===== src/rtl/data_mem_port_if.sv =====
// CPU-side request/response channel and RAM port A signals for data_mem_port.
// The master side is the CPU memory stage together with the RAM, which returns mem_q.
interface data_mem_port_if #(
   parameter int ADDR_W = 32
);
   logic              req_valid;
   logic              req_ready;
   logic              req_we;
   logic [1:0]        req_size;
   logic              req_signed;
   logic [ADDR_W-1:0] req_addr;
   logic [31:0]       req_wdata;

   logic              resp_valid;
   logic              resp_ready;
   logic [31:0]       resp_rdata;
   logic              resp_err;

   logic [ADDR_W-3:0] mem_address;
   logic [31:0]       mem_data;
   logic [3:0]        mem_byteena;
   logic              mem_wren;
   logic [31:0]       mem_q;

   modport master (
      output req_valid, req_we, req_size, req_signed, req_addr, req_wdata,
      output resp_ready, mem_q,
      input  req_ready, resp_valid, resp_rdata, resp_err,
      input  mem_address, mem_data, mem_byteena, mem_wren
   );

   modport slave (
      input  req_valid, req_we, req_size, req_signed, req_addr, req_wdata,
      input  resp_ready, mem_q,
      output req_ready, resp_valid, resp_rdata, resp_err,
      output mem_address, mem_data, mem_byteena, mem_wren
   );
endinterface


===== src/rtl/data_mem_port.sv =====
// Load/store adapter between the CPU memory stage and a word-addressed,
// byte-enabled RAM with a registered read address.
//
// state | meaning
// ------+-------------------------------------------
// IDLE  | no response pending
// RESP  | response pending on the resp channel
module data_mem_port #(
   parameter int ADDR_W = 32
) (
   input logic           clock,
   input logic           reset,
   data_mem_port_if.slave bus
);

   typedef enum logic {IDLE, RESP} state_t;

   state_t            state_q, state_d;
   logic [ADDR_W-3:0] held_q, held_d;
   logic              we_q, we_d;
   logic [1:0]        size_q, size_d;
   logic              signed_q, signed_d;
   logic [1:0]        lane_q, lane_d;
   logic              err_q, err_d;

   logic              req_ready;
   logic              accept;
   logic              req_err;
   logic              mem_wren;
   logic [31:0]       mem_data;
   logic [3:0]        mem_byteena;
   logic [ADDR_W-3:0] mem_address;
   logic              resp_valid;
   logic [31:0]       resp_rdata;
   logic [31:0]       q_shift;
   logic [7:0]        q_byte;
   logic [15:0]       q_half;

   // Request acceptance, alignment check and RAM port drive. mem_address falls
   // back to the held word so mem_q stays put while a response is stalled.
   always_comb begin
      req_ready   = !reset && (state_q == IDLE || bus.resp_ready);
      accept      = bus.req_valid && req_ready;
      unique case (bus.req_size)
         2'b01:   req_err = bus.req_addr[0];
         2'b10:   req_err = (bus.req_addr[1:0] != 2'b00);
         2'b11:   req_err = 1'b1;
         default: req_err = 1'b0;
      endcase
      mem_address = accept ? bus.req_addr[ADDR_W-1:2] : held_q;
      mem_wren    = accept && bus.req_we && !req_err;
      mem_data    = 32'h0;
      mem_byteena = 4'b0000;
      if (mem_wren) begin
         unique case (bus.req_size)
            2'b00: begin
               mem_data    = {4{bus.req_wdata[7:0]}};
               mem_byteena = 4'b0001 << bus.req_addr[1:0];
            end
            2'b01: begin
               mem_data    = {2{bus.req_wdata[15:0]}};
               mem_byteena = 4'b0011 << bus.req_addr[1:0];
            end
            default: begin
               mem_data    = bus.req_wdata;
               mem_byteena = 4'b1111;
            end
         endcase
      end
   end

   // Next state and capture of the request fields needed to format the response.
   always_comb begin
      state_d  = state_q;
      held_d   = held_q;
      we_d     = we_q;
      size_d   = size_q;
      signed_d = signed_q;
      lane_d   = lane_q;
      err_d    = err_q;
      unique case (state_q)
         IDLE: if (accept) state_d = RESP;
         RESP: if (!accept && bus.resp_ready) state_d = IDLE;
         default: state_d = IDLE;
      endcase
      if (accept) begin
         held_d   = bus.req_addr[ADDR_W-1:2];
         we_d     = bus.req_we;
         size_d   = bus.req_size;
         signed_d = bus.req_signed;
         lane_d   = bus.req_addr[1:0];
         err_d    = req_err;
      end
   end

   // State and captured request fields.
   always_ff @(posedge clock or posedge reset) begin
      if (reset) begin
         state_q  <= IDLE;
         held_q   <= '0;
         we_q     <= 1'b0;
         size_q   <= 2'b00;
         signed_q <= 1'b0;
         lane_q   <= 2'b00;
         err_q    <= 1'b0;
      end else begin
         state_q  <= state_d;
         held_q   <= held_d;
         we_q     <= we_d;
         size_q   <= size_d;
         signed_q <= signed_d;
         lane_q   <= lane_d;
         err_q    <= err_d;
      end
   end

   // Load formatting: pick the lane from mem_q and extend. Stores and errors read as zero.
   always_comb begin
      resp_valid = (state_q == RESP);
      q_shift    = bus.mem_q >> {lane_q, 3'b000};
      q_byte     = q_shift[7:0];
      q_half     = lane_q[1] ? bus.mem_q[31:16] : bus.mem_q[15:0];
      resp_rdata = 32'h0;
      if (resp_valid && !we_q && !err_q) begin
         unique case (size_q)
            2'b00:   resp_rdata = {{24{signed_q & q_byte[7]}}, q_byte};
            2'b01:   resp_rdata = {{16{signed_q & q_half[15]}}, q_half};
            2'b10:   resp_rdata = bus.mem_q;
            default: resp_rdata = 32'h0;
         endcase
      end
   end

   assign bus.req_ready   = req_ready;
   assign bus.resp_valid  = resp_valid;
   assign bus.resp_rdata  = resp_rdata;
   assign bus.resp_err    = resp_valid && err_q;
   assign bus.mem_address = mem_address;
   assign bus.mem_data    = mem_data;
   assign bus.mem_byteena = mem_byteena;
   assign bus.mem_wren    = mem_wren;

endmodule


===== src/flat_wrapper.sv =====
// flat-port wrapper written by rule: the top's interface ports become plain ports
module data_mem_port_flat 
#(
   parameter int ADDR_W = 32
)
  (clock, reset, bus_req_valid, bus_req_we, bus_req_size, bus_req_signed, bus_req_addr, bus_req_wdata, bus_resp_ready, bus_mem_q, bus_req_ready, bus_resp_valid, bus_resp_rdata, bus_resp_err, bus_mem_address, bus_mem_data, bus_mem_byteena, bus_mem_wren);
  data_mem_port_if #(.ADDR_W(ADDR_W)) bus_i ();
  input logic clock;
  input logic reset;
  input wire logic [$bits(bus_i.req_valid)-1:0] bus_req_valid;
  input wire logic [$bits(bus_i.req_we)-1:0] bus_req_we;
  input wire logic [$bits(bus_i.req_size)-1:0] bus_req_size;
  input wire logic [$bits(bus_i.req_signed)-1:0] bus_req_signed;
  input wire logic [$bits(bus_i.req_addr)-1:0] bus_req_addr;
  input wire logic [$bits(bus_i.req_wdata)-1:0] bus_req_wdata;
  input wire logic [$bits(bus_i.resp_ready)-1:0] bus_resp_ready;
  input wire logic [$bits(bus_i.mem_q)-1:0] bus_mem_q;
  output wire logic [$bits(bus_i.req_ready)-1:0] bus_req_ready;
  output wire logic [$bits(bus_i.resp_valid)-1:0] bus_resp_valid;
  output wire logic [$bits(bus_i.resp_rdata)-1:0] bus_resp_rdata;
  output wire logic [$bits(bus_i.resp_err)-1:0] bus_resp_err;
  output wire logic [$bits(bus_i.mem_address)-1:0] bus_mem_address;
  output wire logic [$bits(bus_i.mem_data)-1:0] bus_mem_data;
  output wire logic [$bits(bus_i.mem_byteena)-1:0] bus_mem_byteena;
  output wire logic [$bits(bus_i.mem_wren)-1:0] bus_mem_wren;
  assign bus_i.req_valid = bus_req_valid;
  assign bus_i.req_we = bus_req_we;
  assign bus_i.req_size = bus_req_size;
  assign bus_i.req_signed = bus_req_signed;
  assign bus_i.req_addr = bus_req_addr;
  assign bus_i.req_wdata = bus_req_wdata;
  assign bus_i.resp_ready = bus_resp_ready;
  assign bus_i.mem_q = bus_mem_q;
  assign bus_req_ready = bus_i.req_ready;
  assign bus_resp_valid = bus_i.resp_valid;
  assign bus_resp_rdata = bus_i.resp_rdata;
  assign bus_resp_err = bus_i.resp_err;
  assign bus_mem_address = bus_i.mem_address;
  assign bus_mem_data = bus_i.mem_data;
  assign bus_mem_byteena = bus_i.mem_byteena;
  assign bus_mem_wren = bus_i.mem_wren;
  data_mem_port #(.ADDR_W(ADDR_W)) u_core (.clock(clock), .reset(reset), .bus(bus_i));
endmodule

===== config.mk =====
export PLATFORM = sky130hd
export DESIGN_NAME = data_mem_port_flat
export DESIGN_NICKNAME = d
export VERILOG_FILES = /design/src/rtl/data_mem_port_if.sv /design/src/rtl/data_mem_port.sv /design/src/flat_wrapper.sv
export SDC_FILE = /design/constraint.sdc
export NUM_CORES = 1
export LEC_CHECK = 0
export ABC_AREA = 1
export CORE_ASPECT_RATIO = 0.75
export CORE_UTILIZATION = 35
export DETAILED_ROUTE_END_ITERATION = 10
export GPL_TIMING_DRIVEN = 0
export PLACE_DENSITY = 0.88
export SETUP_SLACK_MARGIN = 0.05
export SLEW_MARGIN = 20
export SYNTH_ARGS = -nofsm -noshare
export SYNTH_HDL_FRONTEND = slang
export SYNTH_SLANG_ARGS = --single-unit
export TNS_END_PERCENT = 50

===== constraint.sdc =====
create_clock -name clock -period 2.8 [get_ports clock]
set_clock_uncertainty 0.05 [all_clocks]
set_input_delay 0.84 -clock clock [delete_from_list [all_inputs] [get_ports clock]]
set_output_delay 0.84 -clock clock [all_outputs]
set_load 0.01 [all_outputs]

After elaboration in Yosys (flattened, before gate mapping)

Cells that the tools add are included.

Flip-flop bits (word level): 38
Output and inout port bits: 102
Word-level logic and storage cells: 47

Eq/ne operators: 5
Shifts and indexed selects: 3
Muxes and demuxes: 12
Bitwise logic cells: 3
Reductions and logical operators: 17

Operators by type and width:

| operator            | number |
|---|---|
| $pmux 32 s3         | 1 |
| $mux 32             | 2 |
| $pmux 32 s2         | 1 |
| $shr 32x5->8        | 1 |
| $mux 30             | 1 |
| $mux 16             | 1 |
| $logic_and 1x1->1   | 8 |
| $pmux 4 s2          | 1 |
| $eq 2x2->1 const B  | 3 |
| $logic_not 1->1     | 5 |
| $eq 2x1->1 const B  | 2 |
| $logic_not 2->1     | 2 |
| $mux 4              | 1 |
| $shl 1x2->4 const A | 1 |
| $shl 2x2->4 const A | 1 |
| $pmux 1 s3          | 1 |
| $and 1x1->1         | 2 |
| $mux 1              | 2 |
| $pmux 1 s2          | 1 |
| $reduce_bool 2->1   | 1 |
| $logic_or 1x1->1    | 1 |
| $not 1->1           | 1 |

Logic depth before layout (Yosys ltp)

Depth after elaboration: 8
Gate-level depth with buffers: 9
Depth with buffers taken out: 7

Worst setup path after synthesis

OpenSTA, ideal clock, no wires.

Kind: input -> output
From: input port bus_resp_ready
To: output port bus_mem_byteena[0]
Arrival: 1.831 ns
Required time: 1.910 ns
Setup slack: 0.079 ns
Stages on the path: 7
Cell sequence: inv_1 -> a21oi_2 -> nand2_1 -> inv_2 -> nand4_4 -> buf_2 -> nor2_1

Cells in the longest elaborated chain, start to end: 6

RTL lines:

| item                            | line                | source |
|---|---|---|
| from (decl)                     | flat_wrapper.sv:16  | `input wire logic [$bits(bus_i.resp_ready)-1:0] bus_resp_ready;` |
| $logic_or 1x1->1                | data_mem_port.sv:42 | `req_ready = !reset && (state_q == IDLE \|\| bus.resp_ready);` |
| $logic_and 1x1->1               | data_mem_port.sv:42 |  |
| net bus_req_ready               | flat_wrapper.sv:18  | `output wire logic [$bits(bus_i.req_ready)-1:0] bus_req_ready;` |
| $logic_and 1x1->1               | data_mem_port.sv:43 | `accept = bus.req_valid && req_ready;` |
| $logic_and 1x1->1 (2 in series) | data_mem_port.sv:51 | `mem_wren = accept && bus.req_we && !req_err;` |
| $mux 4                          | data_mem_port.sv:54 | `if (mem_wren) begin` |
| to (decl)                       | flat_wrapper.sv:24  | `output wire logic [$bits(bus_i.mem_byteena)-1:0] bus_mem_byteena;` |

The timed path passes the listed nets, and every way through them passes these cells.

Final worst setup path

From: input port bus_req_addr[0]
To: output port bus_mem_byteena[0]

Cells in the longest elaborated chain, start to end: 5
Elaborated cells between the ends (all ways): 8
Those cells by class: 2 x shift; 3 x mux; 3 x reduce/logical

RTL lines:

| item              | line                | source |
|---|---|---|
| from (decl)       | flat_wrapper.sv:14  | `input wire logic [$bits(bus_i.req_addr)-1:0] bus_req_addr;` |
| $reduce_bool 2->1 | data_mem_port.sv:46 | `2'b10: req_err = (bus.req_addr[1:0] != 2'b00);` |
| $pmux 1 s3        | data_mem_port.sv:44 | `unique case (bus.req_size)` |
| $logic_not 1->1   | data_mem_port.sv:51 |  |
| $logic_and 1x1->1 | data_mem_port.sv:51 |  |
| $mux 4 *          | data_mem_port.sv:54 |  |

Every way passes the cells marked *; elsewhere a longest branch is shown, timed or not.

==> report_table.html <==
<table>
<tr><th>Metric</th><th>Value</th></tr>
<tr><th colspan="2">Status</th></tr>
<tr><td>Result of the run</td><td>finished with violations</td></tr>
<tr><td>Violations in the final reports</td><td>setup timing</td></tr>
<tr><th colspan="2">Place</th></tr>
<tr><td>Port-buffer cells</td><td>205</td></tr>
<tr><td>Placed inst area</td><td>5130 um^2</td></tr>
<tr><td>Detailed placement HPWL</td><td>9060 um</td></tr>
<tr><td>Final weighted congestion in routability-driven placement</td><td>0.891</td></tr>
<tr><td>Pre-CTS WS</td><td>-1.09 ns</td></tr>
<tr><th colspan="2">Worst setup path</th></tr>
<tr><td>Crit path arrival time</td><td>1.93 ns</td></tr>
<tr><td>Combined buffer and inverter count along the critical path</td><td>4</td></tr>
<tr><td>Launch instance of the worst register-to-register path</td><td>u_core.bus.resp_valid</td></tr>
<tr><td>Endpoint required time on the critical path</td><td>1.91 ns</td></tr>
<tr><td>Register-to-register setup slack</td><td>1.32 ns</td></tr>
<tr><td>Startpoint of the most critical setup path</td><td>bus_req_addr[0]</td></tr>
<tr><td>CP peak stage delay</td><td>0.20 ns</td></tr>
<tr><td>Max Fanout on Critical Path</td><td>5</td></tr>
<tr><td>Crit Path Category</td><td>input pin to primary output</td></tr>
<tr><td>Largest delay share family, worst path</td><td>buffers and inverters</td></tr>
<tr><td>Cell depth of the worst flop-to-flop path</td><td>6</td></tr>
<tr><td>Worst Setup EP</td><td>bus_mem_byteena[0]</td></tr>
<tr><td>Cells traversed along the worst timing path</td><td>buf_2 &gt; inv_2 &gt; nand3_2 &gt; nand2_2 &gt; nand4_4 &gt; buf_6 &gt; nor2_1 &gt; buf_2</td></tr>
<tr><td>Cell repeated most along the worst path</td><td>sky130_fd_sc_hd__buf_2</td></tr>
<tr><td>Endpoint kind of the worst setup timing path</td><td>primary output</td></tr>
<tr><td>Depth of the critical timing path with buffers and inverters included</td><td>8</td></tr>
<tr><td>Slowest stage cell, crit path</td><td>sky130_fd_sc_hd__nand4_4</td></tr>
<tr><td>R2r endpoint</td><td>u_core.size_q[1]</td></tr>
<tr><td>Category of the worst setup path launch point</td><td>input pin</td></tr>
<tr><th colspan="2">Timing</th></tr>
<tr><td>Final setup margin</td><td>-0.0182 ns</td></tr>
<tr><td>Hold slack final</td><td>0.428 ns</td></tr>
<tr><td>Slew headroom</td><td>47.6%</td></tr>
<tr><td>Maximum achievable frequency</td><td>355 MHz</td></tr>
<tr><td>Unrepaired setup endpoints after global routing</td><td>true</td></tr>
<tr><td>Final Hold Vio Count</td><td>0</td></tr>
<tr><td>Transition time of the tightest slew-check pin</td><td>0.785 ns</td></tr>
<tr><td>Clock period minus final worst setup slack</td><td>2.82 ns</td></tr>
<tr><td>Number of pins exceeding their max-slew limit in the final report</td><td>0</td></tr>
<tr><td>Portion of the clock cycle consumed by the worst path in the final layout</td><td>101%</td></tr>
<tr><td>Setup Viol. Count Final</td><td>3</td></tr>
<tr><th colspan="2">Floorplanning</th></tr>
<tr><td>Count of standard-cell rows</td><td>28</td></tr>
<tr><td># IOs</td><td>206</td></tr>
<tr><td>Die area</td><td>8800 um^2</td></tr>
<tr><td>Horizontal die dimension</td><td>108 um</td></tr>
<tr><td>Initial standard-cell utilization of the core</td><td>36.7%</td></tr>
<tr><td>Core footprint</td><td>8020 um^2</td></tr>
<tr><td>Die Y</td><td>81.5 um</td></tr>
<tr><th colspan="2">Route</th></tr>
<tr><td>Via density per instance</td><td>5.07</td></tr>
<tr><td>Drc violations</td><td>0</td></tr>
<tr><td>Post-detailed-routing wire length</td><td>14100 um</td></tr>
<tr><td>First drt pass iteration count</td><td>5</td></tr>
<tr><td>1st-iter DRT viols</td><td>260</td></tr>
<tr><td>Antenna-violating nets left</td><td>0</td></tr>
<tr><td>Vias post-DR</td><td>4368</td></tr>
<tr><td>Wire length per cell after detailed routing</td><td>16.4 um</td></tr>
<tr><th colspan="2">Global route</th></tr>
<tr><td>Largest net degree at the start of global routing</td><td>39</td></tr>
<tr><td>Via count of the first global-routing pass</td><td>4240</td></tr>
<tr><td>Wire length of the first global-routing pass</td><td>19900 um</td></tr>
<tr><td>Total GRT Usage</td><td>29.0%</td></tr>
<tr><td>Leftover overflow at the end of global routing</td><td>0</td></tr>
<tr><td>Initial antenna violation count</td><td>0</td></tr>
<tr><th colspan="2">Yosys</th></tr>
<tr><td>Area leader, netlist</td><td>sky130_fd_sc_hd__dfrtp_1</td></tr>
<tr><td>Synth Instances</td><td>486</td></tr>
<tr><td>Number of distinct library cells after synthesis</td><td>22</td></tr>
<tr><td>Netlist area before placement</td><td>2950 um^2</td></tr>
<tr><td>Share of the synthesized area in the top cell type</td><td>32.3%</td></tr>
<tr><td>Net count after synthesis</td><td>590</td></tr>
<tr><td>Synthesis warning total</td><td>0</td></tr>
<tr><td>Average instance area after synthesis</td><td>6.07 um^2</td></tr>
<tr><td>Portion of the post-synthesis area used by sequential elements</td><td>32.3%</td></tr>
<tr><td>Synthesis-stage register bit count</td><td>38</td></tr>
<tr><td>Most area-consuming cells after synthesis</td><td>sky130_fd_sc_hd__dfrtp_1 (32%), sky130_fd_sc_hd__nand2_1 (24%), sky130_fd_sc_hd__nor2_1 (8.0%)</td></tr>
<tr><th colspan="2">Clock network</th></tr>
<tr><td>CTS tree</td><td>yes</td></tr>
<tr><td>Insertion delay of the later-clocked pin in the worst-skew pair</td><td>0.29 ns</td></tr>
<tr><td>Root Buffer Master</td><td>sky130_fd_sc_hd__clkbuf_8</td></tr>
<tr><td>Number of sinks driven by the clock tree</td><td>38</td></tr>
<tr><td>Depth of the CTS H-tree</td><td>2</td></tr>
<tr><td>Number of clock buffers inserted by TritonCTS</td><td>5</td></tr>
<tr><td>Post-CTS clock slew at the launch and capture registers of the worst setup and hold paths</td><td>0.07 ns</td></tr>
<tr><td>Bufs on Longest Clock Path</td><td>2</td></tr>
<tr><th colspan="2">Hold path</th></tr>
<tr><td>Hold crit path type</td><td>flop to flop</td></tr>
<tr><th colspan="2">Power and ir drop</th></tr>
<tr><td>Standby leakage power</td><td>0.00324 uW</td></tr>
<tr><td>PwrDens</td><td>374 nW/um^2</td></tr>
<tr><td>Peak ir drop on the vdd network</td><td>0.276 mV</td></tr>
<tr><th colspan="2">Cells and area</th></tr>
<tr><td>Post-route design area</td><td>5920 um^2</td></tr>
<tr><td>Layout net count</td><td>860</td></tr>
<tr><td>Share of final-layout standard cells stronger than drive strength 1</td><td>45.4%</td></tr>
<tr><td>Filler Cells Inserted</td><td>604</td></tr>
<tr><td>P&amp;R area growth vs syn</td><td>101%</td></tr>
<tr><td>Number of antenna repair diodes</td><td>0</td></tr>
<tr><th colspan="2">Job</th></tr>
<tr><td>Max Cap Viol</td><td>0</td></tr>
</table>
final cells by class:
| class | instances | area, um^2 | share of cell area, % |
|---|---|---|---|
| Tap cell | 105 | 131 | 2.22 |
| Inverter | 56 | 233 | 3.93 |
| Clock buffer | 6 | 82.6 | 1.39 |
| Timing Repair inverter | 1 | 5.00 | 0.0845 |
| Sequential cell | 38 | 953 | 16.1 |
| Multi-Input combinational cell | 369 | 2070 | 34.9 |
| Timing Repair Buffer | 261 | 2210 | 37.2 |
| Clock inverter | 2 | 12.5 | 0.211 |
| Buffer | 24 | 233 | 3.93 |
worst min-delay path by stage:
stage | from | cells past startpoint | end | slack (ns)
after floorplan | u_core.we_q | 2 | u_core.we_q | 0.45
after global placement | u_core.held_q[3] | 2 | u_core.held_q[3] | 0.41
after detailed placement | u_core.held_q[16] | 2 | u_core.held_q[16] | 0.41
after CTS | u_core.held_q[16] | 2 | u_core.held_q[16] | 0.43
after global routing | u_core.held_q[13] | 2 | u_core.held_q[13] | 0.44
final | u_core.held_q[3] | 2 | u_core.held_q[3] | 0.43
cells by family after synthesis:
group	count (synthesis)	share of synthesized area [%]
AND/OR/NAND/NOR	277	38.8
AO/OA/AOI/OAI	91	17.5
flip-flops	38	32.3
buffers and inverters	80	11.5
metrics by stage:
step                utilization, %  power, uW  TNS (ns)  cells
floorplan                        -       1160         0    486
global placement              64.0       1630    -79.90    796
detailed placement            64.0       1650    -82.55    796
CTS                           68.5       2110   -0.0124    854
global route                  73.8       2350    -0.450    862
finish                        73.8       2210   -0.0313    862
what timing repair did:
action,CTS,global route
hold buffers,0,0
endpoints found under the setup margin,100,93
endpoints found under the hold margin,0,0
resized for setup,595,124
gates cloned,10,0
buffers inserted,40,11
pin swaps,39,48
cell usage after synthesis:
library cell	number
sky130_fd_sc_hd__a31oi_1	1
sky130_fd_sc_hd__dfrtp_1	38
sky130_fd_sc_hd__a22oi_1	1
sky130_fd_sc_hd__nor2_4	3
sky130_fd_sc_hd__nand3_1	7
sky130_fd_sc_hd__o211ai_1	3
sky130_fd_sc_hd__o21ai_1	1
sky130_fd_sc_hd__inv_1	40
sky130_fd_sc_hd__nand3_4	1
sky130_fd_sc_hd__buf_6	3
sky130_fd_sc_hd__nand4_4	1
sky130_fd_sc_hd__clkbuf_1	10
sky130_fd_sc_hd__nand2_4	1
sky130_fd_sc_hd__nand2_1	188
sky130_fd_sc_hd__buf_2	10
sky130_fd_sc_hd__buf_4	1
sky130_fd_sc_hd__a21oi_2	13
sky130_fd_sc_hd__a21oi_1	39
sky130_fd_sc_hd__nor2_1	63
sky130_fd_sc_hd__inv_2	16
sky130_fd_sc_hd__o21ai_0	33
sky130_fd_sc_hd__nand2_2	13
per-layer routing:
metal  global-route usage, %  part of all wire (%)
met1                    31.8                    38
met2                    56.2                    53
met3                    5.71                   6.8
met4                    9.86                   2.5
met5                       0                     0
registers in the layout (all words and copies together) (netlist names):
signal / count
u_core.held_q: 30
u_core.lane_q: 2
u_core.size_q: 2
u_core.bus.resp_valid: 1
u_core.err_q: 1
u_core.signed_q: 1
u_core.we_q: 1
worst min-delay path, stage by stage (launching register included):
cell and delay [ns]:
sky130_fd_sc_hd__dfrtp_1 0.33, sky130_fd_sc_hd__nand2_1 0.05, sky130_fd_sc_hd__nand2_1 0.07
power by group:
part	switching [uW]	internal, uW
logic	628	508
clock network	194	198
registers	51.3	635
total	874	1340
cells in the final DEF (no fill, tap or decap), drive strengths merged, types with 2 or more instances in the layout:
master and instances:
a21oi 52, buf 178, clkbuf 17, clkdlybuf4s50 59
clkinvlp 2, dfrtp 38, dlygate4sd2 18, dlymetal6s2s 18
inv 56, nand2 202, nand3 8, nand4 2
nor2 66, o211ai 3, o21ai 34
Note: power is estimated with default switching activity, not from simulation.
